`src/rtl/qtr.sv`:
```
// QTR-RC reflectance sensor reader: charges the sensor pin, then times the
// RC discharge in 10 us ticks and reports an 8-bit saturating count.
module qtr #(
  parameter int unsigned CLK_FREQUENCY = 60_000_000
) (
  input  logic       clk,
  input  logic       reset,
  input  logic       en,
  output logic [7:0] value,
  output logic       valid,
  output logic       qtr_out_en,
  output logic       qtr_out_sig,
  input  logic       qtr_in_sig
);

  localparam int unsigned TickCycles = CLK_FREQUENCY / 100_000;
  localparam int unsigned CycW       = (TickCycles > 1) ? $clog2(TickCycles) : 1;
  localparam logic [CycW-1:0] CycLast = CycW'(TickCycles - 1);
  localparam logic [7:0]      TickMax = 8'hff;

  typedef enum logic [1:0] {
    StIdle,
    StCharge,
    StMeasure,
    StDone
  } state_e;

  state_e          state_q, state_d;
  logic [CycW-1:0] cyc_q, cyc_d;
  logic [7:0]      tick_q, tick_d;
  logic [7:0]      result_q, result_d;
  logic [7:0]      value_q, value_d;
  logic            valid_q, valid_d;
  logic [1:0]      sync_q;
  logic            in_sync;
  logic            done;

  assign in_sync = sync_q[1];

  always_ff @(posedge clk) begin
    if (reset) begin
      state_q  <= StIdle;
      cyc_q    <= '0;
      tick_q   <= '0;
      result_q <= '0;
      value_q  <= '0;
      valid_q  <= 1'b0;
      sync_q   <= '0;
    end else begin
      state_q  <= state_d;
      cyc_q    <= cyc_d;
      tick_q   <= tick_d;
      result_q <= result_d;
      value_q  <= value_d;
      valid_q  <= valid_d;
      sync_q   <= {sync_q[0], qtr_in_sig};
    end
  end

  always_comb begin
    state_d  = state_q;
    cyc_d    = cyc_q;
    tick_d   = tick_q;
    result_d = result_q;
    done     = 1'b0;

    unique case (state_q)
      StIdle: begin
        if (en) begin
          state_d = StCharge;
          cyc_d   = '0;
          tick_d  = '0;
        end
      end
      StCharge: begin
        if (cyc_q == CycLast) begin
          cyc_d   = '0;
          state_d = StMeasure;
        end else begin
          cyc_d = cyc_q + CycW'(1);
        end
      end
      StMeasure: begin
        // Line low wins over timeout so a discharge on the last tick still reads its count.
        if (!in_sync) begin
          result_d = tick_q;
          state_d  = StDone;
        end else if (tick_q == TickMax) begin
          result_d = TickMax;
          state_d  = StDone;
        end else if (cyc_q == CycLast) begin
          cyc_d  = '0;
          tick_d = tick_q + 8'd1;
        end else begin
          cyc_d = cyc_q + CycW'(1);
        end
      end
      StDone: begin
        done    = 1'b1;
        state_d = StIdle;
      end
      default: state_d = StIdle;
    endcase
  end

  // value and valid are registered together so value only moves with the pulse.
  always_comb begin
    value_d = done ? result_q : value_q;
    valid_d = done;
  end

  assign value       = value_q;
  assign valid       = valid_q;
  assign qtr_out_en  = (state_q == StCharge);
  assign qtr_out_sig = (state_q == StCharge);

endmodule

```
`config.mk`:
```
export PLATFORM = sky130hd
export DESIGN_NAME = qtr
export DESIGN_NICKNAME = d
export VERILOG_FILES = /design/src/rtl/qtr.sv
export SDC_FILE = /design/constraint.sdc
export NUM_CORES = 1
export LEC_CHECK = 0
export CORE_AREA = 2 2 93 95
export DETAILED_ROUTE_END_ITERATION = 10
export DIE_AREA = 0 0 95 97
export GPL_ROUTABILITY_DRIVEN = 0
export PLACE_DENSITY = 0.47
export SKIP_LAST_GASP = 1
export SLEW_MARGIN = 20
export SYNTH_ARGS = -nofsm -noshare
export SYNTH_HDL_FRONTEND = slang
export SYNTH_SLANG_ARGS = --single-unit
```
`constraint.sdc`:
```
create_clock -name clk -period 5.15 [get_ports clk]
set_input_delay 0.7725 -clock clk [delete_from_list [all_inputs] [get_ports clk]]
set_output_delay 0.7725 -clock clk [all_outputs]
set_load 0.05 [all_outputs]
```
==> results of run 1 <==
## Yosys cell counts (2+ instances only)
cell,count
dfxtp_1,39
buf_2,2
nor2_1,30
o31ai_1,3
ha_1,7
or2b_1,2
o21ai_0,5
nand3_1,8
or3_1,3
o32ai_1,5
and4_1,2
nor2b_1,8
nand2b_1,11
o211ai_1,5
a22o_1,2
a31oi_1,6
a2111oi_0,2
clkbuf_1,10
a21oi_1,2
and3b_1,2
a21o_1,2
inv_1,4
nand2_1,14
nor3_1,10
nand3b_1,3
a211oi_1,2
mux2i_1,10
nand4_1,2
## per-stage QoR
stage               total power [mW]  hold WS (ps)
CTS                            0.947           455
global placement               0.732           441
detailed placement             0.730           436
global route                    1.00           466
floorplan                      0.654           414
finish                         0.933           444
## registers in the layout, summed over array words and instances, names as in the netlist
| signal | flops |
|---|---|
| result_q | 8 |
| value | 8 |
| sync_q | 2 |
| tick_q | 8 |
| valid | 1 |
| state_q | 2 |
| cyc_q | 10 |
## final cells by class
type                            instances  share of cell area
Clock inverter                          3             0.00858
Timing Repair Buffer                   15              0.0633
Sequential cell                        39               0.335
Clock buffer                            5              0.0295
Multi-Input combinational cell        171               0.501
Tap cell                              105              0.0563
Inverter                                4             0.00643
## how the worst max path moves through the flow
stage,depth (start not counted),slack [ps],to,from
after floorplan,3,3180,qtr_out_sig,state_q[1]$_SDFFE_PP0P_
after global placement,5,2240,tick_q[3]$_SDFFE_PP0P_,reset
after detailed placement,5,2220,tick_q[3]$_SDFFE_PP0P_,reset
after CTS,5,2530,tick_q[3]$_SDFFE_PP0P_,reset
after global routing,5,2360,tick_q[3]$_SDFFE_PP0P_,reset
final,5,2520,tick_q[6]$_SDFFE_PP0P_,reset
## power by group
| part | leakage, nW | switching, mW | internal [mW] |
|---|---|---|---|
| sequential | 0.316 | 0.0188 | 0.333 |
| clock | 0.0402 | 0.116 | 0.0943 |
| combinational | 0.421 | 0.238 | 0.134 |
| total | 0.777 | 0.372 | 0.561 |
## cell families (layout without fill, tap and decap cells)
logic type | Yosys count | after routing | synth area share
AO/OA/AOI/OAI | 43 | 43 | 0.169
XOR/XNOR | 1 | 1 | 0.00434
adder cells (fa/ha/maj) | 7 | 7 | 0.0433
buffers and inverters | 17 | 27 | 0.0347
flip-flops | 39 | 39 | 0.386
multiplexers | 11 | 11 | 0.0551
AND/OR/NAND/NOR | 109 | 109 | 0.307
## routing by layer
layer,vias up,GRT usage,routed length (um),part of all wire
met5,-,0,0,0
met4,0,0.0234,41,0.0090
met3,7,0.0273,207,0.045
met2,43,0.157,2060,0.45
met1,795,0.149,2270,0.50
li1,848,-,-,-
## critical path: stages
cell	delay [ps]
clkdlybuf4s50_1	820
nor2b_1	460
nand2_1	150
or4_1	470
o211ai_1	160
==> out/qor.csv, run 1 <==
stage,metric,value,unit
run_status,outcome,completed,
floorplanning,die_h,97,um
clocking,holdBufCountCts,0,
pwr,vdd_drop_max,0.000132,V
clocking,root_buffer,clkbuf_8,
sta,finalWorstSetupSlack,2520,ps
finish,stdcell_area,2330,um^2
finish,fin_nets,247,
finish,drive_gt1_frac,0.0802,
min_path,whs_path_depth,1,
finish,final_cell_mix,"dfxtp_1 (39), nor2_1 (30), nand2_1 (14), clkdlybuf4s50_1 (14), nand2b_1 (11)",
clocking,cts-buffers-inserted,5,
clocking,clkSinkCount,39,
place,dpl-instance-area,2240,um^2
sta,fin_worst_skew,6.95,ps
worst_setup_path,cp_data_required_time,5370,ps
synth,synth_top_area_cell,dfxtp_1,
clocking,clk_latency,290,ps
finish,diodes,0,
sta,tns,0,ps
synth,syn-num-nets,238,
synth,synth_top_area_frac,0.386,
synth,synth_cell_types,54,
floorplanning,die-area,9220,um^2
worst_setup_path,cp-end-kind,register,
finish,multiInputGateArea,1170,um^2
clocking,clock_path_buffers,2,
worst_setup_path,rrSetupSlack,2980,ps
worst_setup_path,critical_path_class,in -> reg,
sta,slew_headroom,0.469,
min_path,hold_end,sync_q[1]$_SDFF_PP0_,
pwr,power_density,400,nW/um^2
place,place.detailed.hpwl,3.24,mm
synth,synth-edff-count,0,
finish,postLayoutCoreUtil,0.287,
min_path,worstHoldPathType,reg -> reg,
synth,avgSynthCellArea,8.90,um^2
floorplanning,initial_core_util,0.248,
synth,synth_seq_area_share,0.386,
synth,synthTopCellsByArea,"dfxtp_1 (39%), nor2_1 (5.6%), mux2i_1 (5.0%)",
sta,max_freq,0.381,GHz
drt,vias_per_cell,4.95,
synth,syn_inst,227,
grt,grt_pass1_vias,1584,
worst_setup_path,reg2reg_from,state_q[1]$_SDFFE_PP0P_,
worst_setup_path,r2r_cells,6,
drt,drt_iter0_drc,82,
worst_setup_path,cp_max_fo,21,
synth,synth_flop_cell,dfxtp_1,
place,dp.cells,334,
floorplanning,io_pins,15,
place,dpl_worst_slack,2220,ps
finish,final_common_cell,dfxtp_1,
grt,overflow,0,
sta,setup_viol,0,
grt,grt_first_pass_wirelength,7.84,mm
grt,grt_start_max_net_pins,22,
floorplanning,die_w,95,um
synth,ys_warn_count,0,
clocking,cts_resized,0,
drt,drt-total-wl,4.58,mm
grt,antenna_found_initial,0,
synth,ys_ff_latch,39,
sta,hold_viol_final,0,
run,maxCapViolCount,0,
drt,wl_per_cell,13.4,um
worst_setup_path,worstPathArrival,2850,ps
sta,grt_setup_unrepaired,no,
worst_setup_path,worstSetupStartpointType,input port,
drt,ant_nets,0,
clocking,cts_setup_buffers,0,
grt,grtUsageTotal,0.104,
sta,finalCriticalPeriod,2630,ps
floorplanning,rows,33,
pwr,p_leak,0.777,nW
sta,drv_slew,0,
place,io_buffers,14,
drt,vias,1693,
finish,finalNonFillerCells,342,
sta,tightest_slew,794,ps
sta,fin_crit_sh,0.510,
floorplanning,core,8130,um^2
clocking,cts.htree.levels,2,
synth,netlist_area,2020,um^2
synth,async_flop_share,0,
drt,first_pass_iters,5,
clocking,clkTransAtPathRegs,80,ps
clocking,tritoncts,done,
min_path,hp-start,sync_q[0]$_SDFF_PP0_,
finish,n_fill_cell,879,
worst_setup_path,r2r-end,cyc_q[2]$_SDFFE_PP0P_,
drt,drc,0,
finish,seq_area,781,um^2
finish,syn2layout_area_growth,15.5,%
Power figures use the tool's default switching activity.
==> run 2, diff against run 1 <==
- clock period: 5.15 -> 2.6 ns (I/O delays scaled with it)
==> out/qor.csv, run 2 (synthesis results as in run 1) <==
stage,metric,value,unit
run,maxCapViolCount,0,
floorplanning,die-area,9220,um^2
finish,drive_gt1_frac,0.0879,
drt,ant_nets,0,
worst_setup_path,cp-endpoint,qtr_out_en,
clocking,root_buffer,clkbuf_8,
finish,multiInputGateArea,1170,um^2
pwr,vdd_drop_max,0.000318,V
finish,seq_area,781,um^2
sta,setup_viol,0,
floorplanning,die_h,97,um
worst_setup_path,reg2reg_from,state_q[1]$_SDFFE_PP0P_,
worst_setup_path,cpPeakStageDelay,820,ps
min_path,worstHoldPathType,reg -> reg,
worst_setup_path,cp_cell_sequence,inv_1 -> ha_1 -> clkdlybuf4s50_1,
grt,grtUsageTotal,0.106,
grt,overflow,0,
worst_setup_path,r2r_cells,6,
finish,n_fill_cell,885,
finish,stdcell_area,2370,um^2
worst_setup_path,critPathLaunch,state_q[1]$_SDFFE_PP0P_,
sta,fin_crit_sh,0.831,
place,dp.cells,336,
clocking,holdBufCountCts,0,
drt,drt-total-wl,4.60,mm
sta,max_freq,0.463,GHz
sta,grt_setup_unrepaired,no,
clocking,clk_latency,290,ps
grt,grt_first_pass_wirelength,7.91,mm
worst_setup_path,worstSetupStartpointType,register,
floorplanning,initial_core_util,0.248,
finish,finalNonFillerCells,344,
finish,syn2layout_area_growth,17.4,%
sta,slew_headroom,0.657,
worst_setup_path,cp_data_required_time,2210,ps
finish,final_common_cell,dfxtp_1,
floorplanning,core,8130,um^2
worst_setup_path,r2r-end,cyc_q[2]$_SDFFE_PP0P_,
drt,first_pass_iters,4,
sta,finalCriticalPeriod,2160,ps
sta,tns,0,ps
drt,drt_iter0_drc,81,
sta,fin_worst_skew,3.93,ps
place,dpl-instance-area,2260,um^2
place,place.detailed.hpwl,3.36,mm
finish,largest_reg_flops,10,
run_status,outcome,completed,
worst_setup_path,critical_path_class,reg -> out,
worst_setup_path,rrSetupSlack,510,ps
sta,hold_viol_final,0,
sta,drv_slew,0,
drt,drc,0,
clocking,clkTransAtPathRegs,80,ps
pwr,finalPower,1.95,mW
worst_setup_path,worstPathArrival,1770,ps
drt,wl_per_cell,13.4,um
grt,antenna_found_initial,0,
clocking,cts_resized,0,
pwr,p_leak,0.805,nW
finish,fin_nets,249,
clocking,clkSinkCount,39,
clocking,cts_setup_buffers,0,
worst_setup_path,cp_slowest_cell,clkdlybuf4s50_1,
place,io_buffers,14,
floorplanning,rows,33,
finish,diodes,0,
drt,vias,1690,
clocking,cts.htree.levels,2,
drt,vias_per_cell,4.91,
floorplanning,die_w,95,um
worst_setup_path,cp-end-kind,primary output,
grt,grt_start_max_net_pins,28,
pwr,power_density,821,nW/um^2
sta,tightest_slew,515,ps
clocking,clock_path_buffers,2,
worst_setup_path,cp_max_fo,4,
clocking,tritoncts,done,
grt,grt_pass1_vias,1669,
floorplanning,io_pins,15,
finish,final_cell_mix,"dfxtp_1 (39), nor2_1 (30), nand2_1 (14), clkdlybuf4s50_1 (14), nand2b_1 (11)",
clocking,cts-buffers-inserted,5,
finish,top_register,cyc_q,
## run 2: cell types whose count changed in the layout (fill, tap and decap cells not counted)
cell / previous run / this run
buf_4: 1 / 3
clkinvlp_4: 2 / 0
bufinv_16: 0 / 1
clkinv_4: 0 / 1
## run 2: cell type report
type	instances	share of cell area
Multi-Input combinational cell	171	0.493
Clock buffer	5	0.0290
Inverter	4	0.00633
Tap cell	105	0.0554
Timing Repair Buffer	17	0.0686
Clock inverter	3	0.0185
Sequential cell	39	0.329
## run 2: worst max-delay path: cells and delay by family (launching register included)
kind | cells | cell delay [ps]
buf+inv | 2 | 920
fa+ha+maj | 1 | 220
flops | 1 | 340
## run 2: worst min path at each step
stage                           end  depth (start not counted)                  from  slack, ps
3_3_place_gp   sync_q[1]$_SDFF_PP0_                          1  sync_q[0]$_SDFF_PP0_        430
4_1_cts        sync_q[1]$_SDFF_PP0_                          1  sync_q[0]$_SDFF_PP0_        450
2_1_floorplan  sync_q[1]$_SDFF_PP0_                          1  sync_q[0]$_SDFF_PP0_        410
6_report       sync_q[1]$_SDFF_PP0_                          1  sync_q[0]$_SDFF_PP0_        440
3_5_place_dp   sync_q[1]$_SDFF_PP0_                          1  sync_q[0]$_SDFF_PP0_        440
5_1_grt        sync_q[1]$_SDFF_PP0_                          1  sync_q[0]$_SDFF_PP0_        450
## run 2: where the power goes
group / switching (mW) / leakage (nW) / internal [mW]
registers: 0.0390 / 0.316 / 0.659
logic: 0.465 / 0.431 / 0.274
clock network: 0.225 / 0.0581 / 0.286
## run 2: per-layer routing
metal	wire length [um]	share of wire	vias to the layer above	track usage
met5	0	0	-	0
met4	34	0.0074	0	0.0234
met2	2250	0.49	26	0.182
li1	-	-	856	-
met1	2150	0.47	803	0.133
met3	167	0.036	5	0.0257
## run 2: stage by stage
step | hold slack [ps] | utilization | setup slack [ps]
after floorplan | 414 | - | 752
after global routing | 452 | 0.292 | 335
after CTS | 445 | 0.292 | 408
after detailed placement | 440 | 0.278 | 499
after global placement | 435 | 0.278 | 502
final | 443 | 0.292 | 439
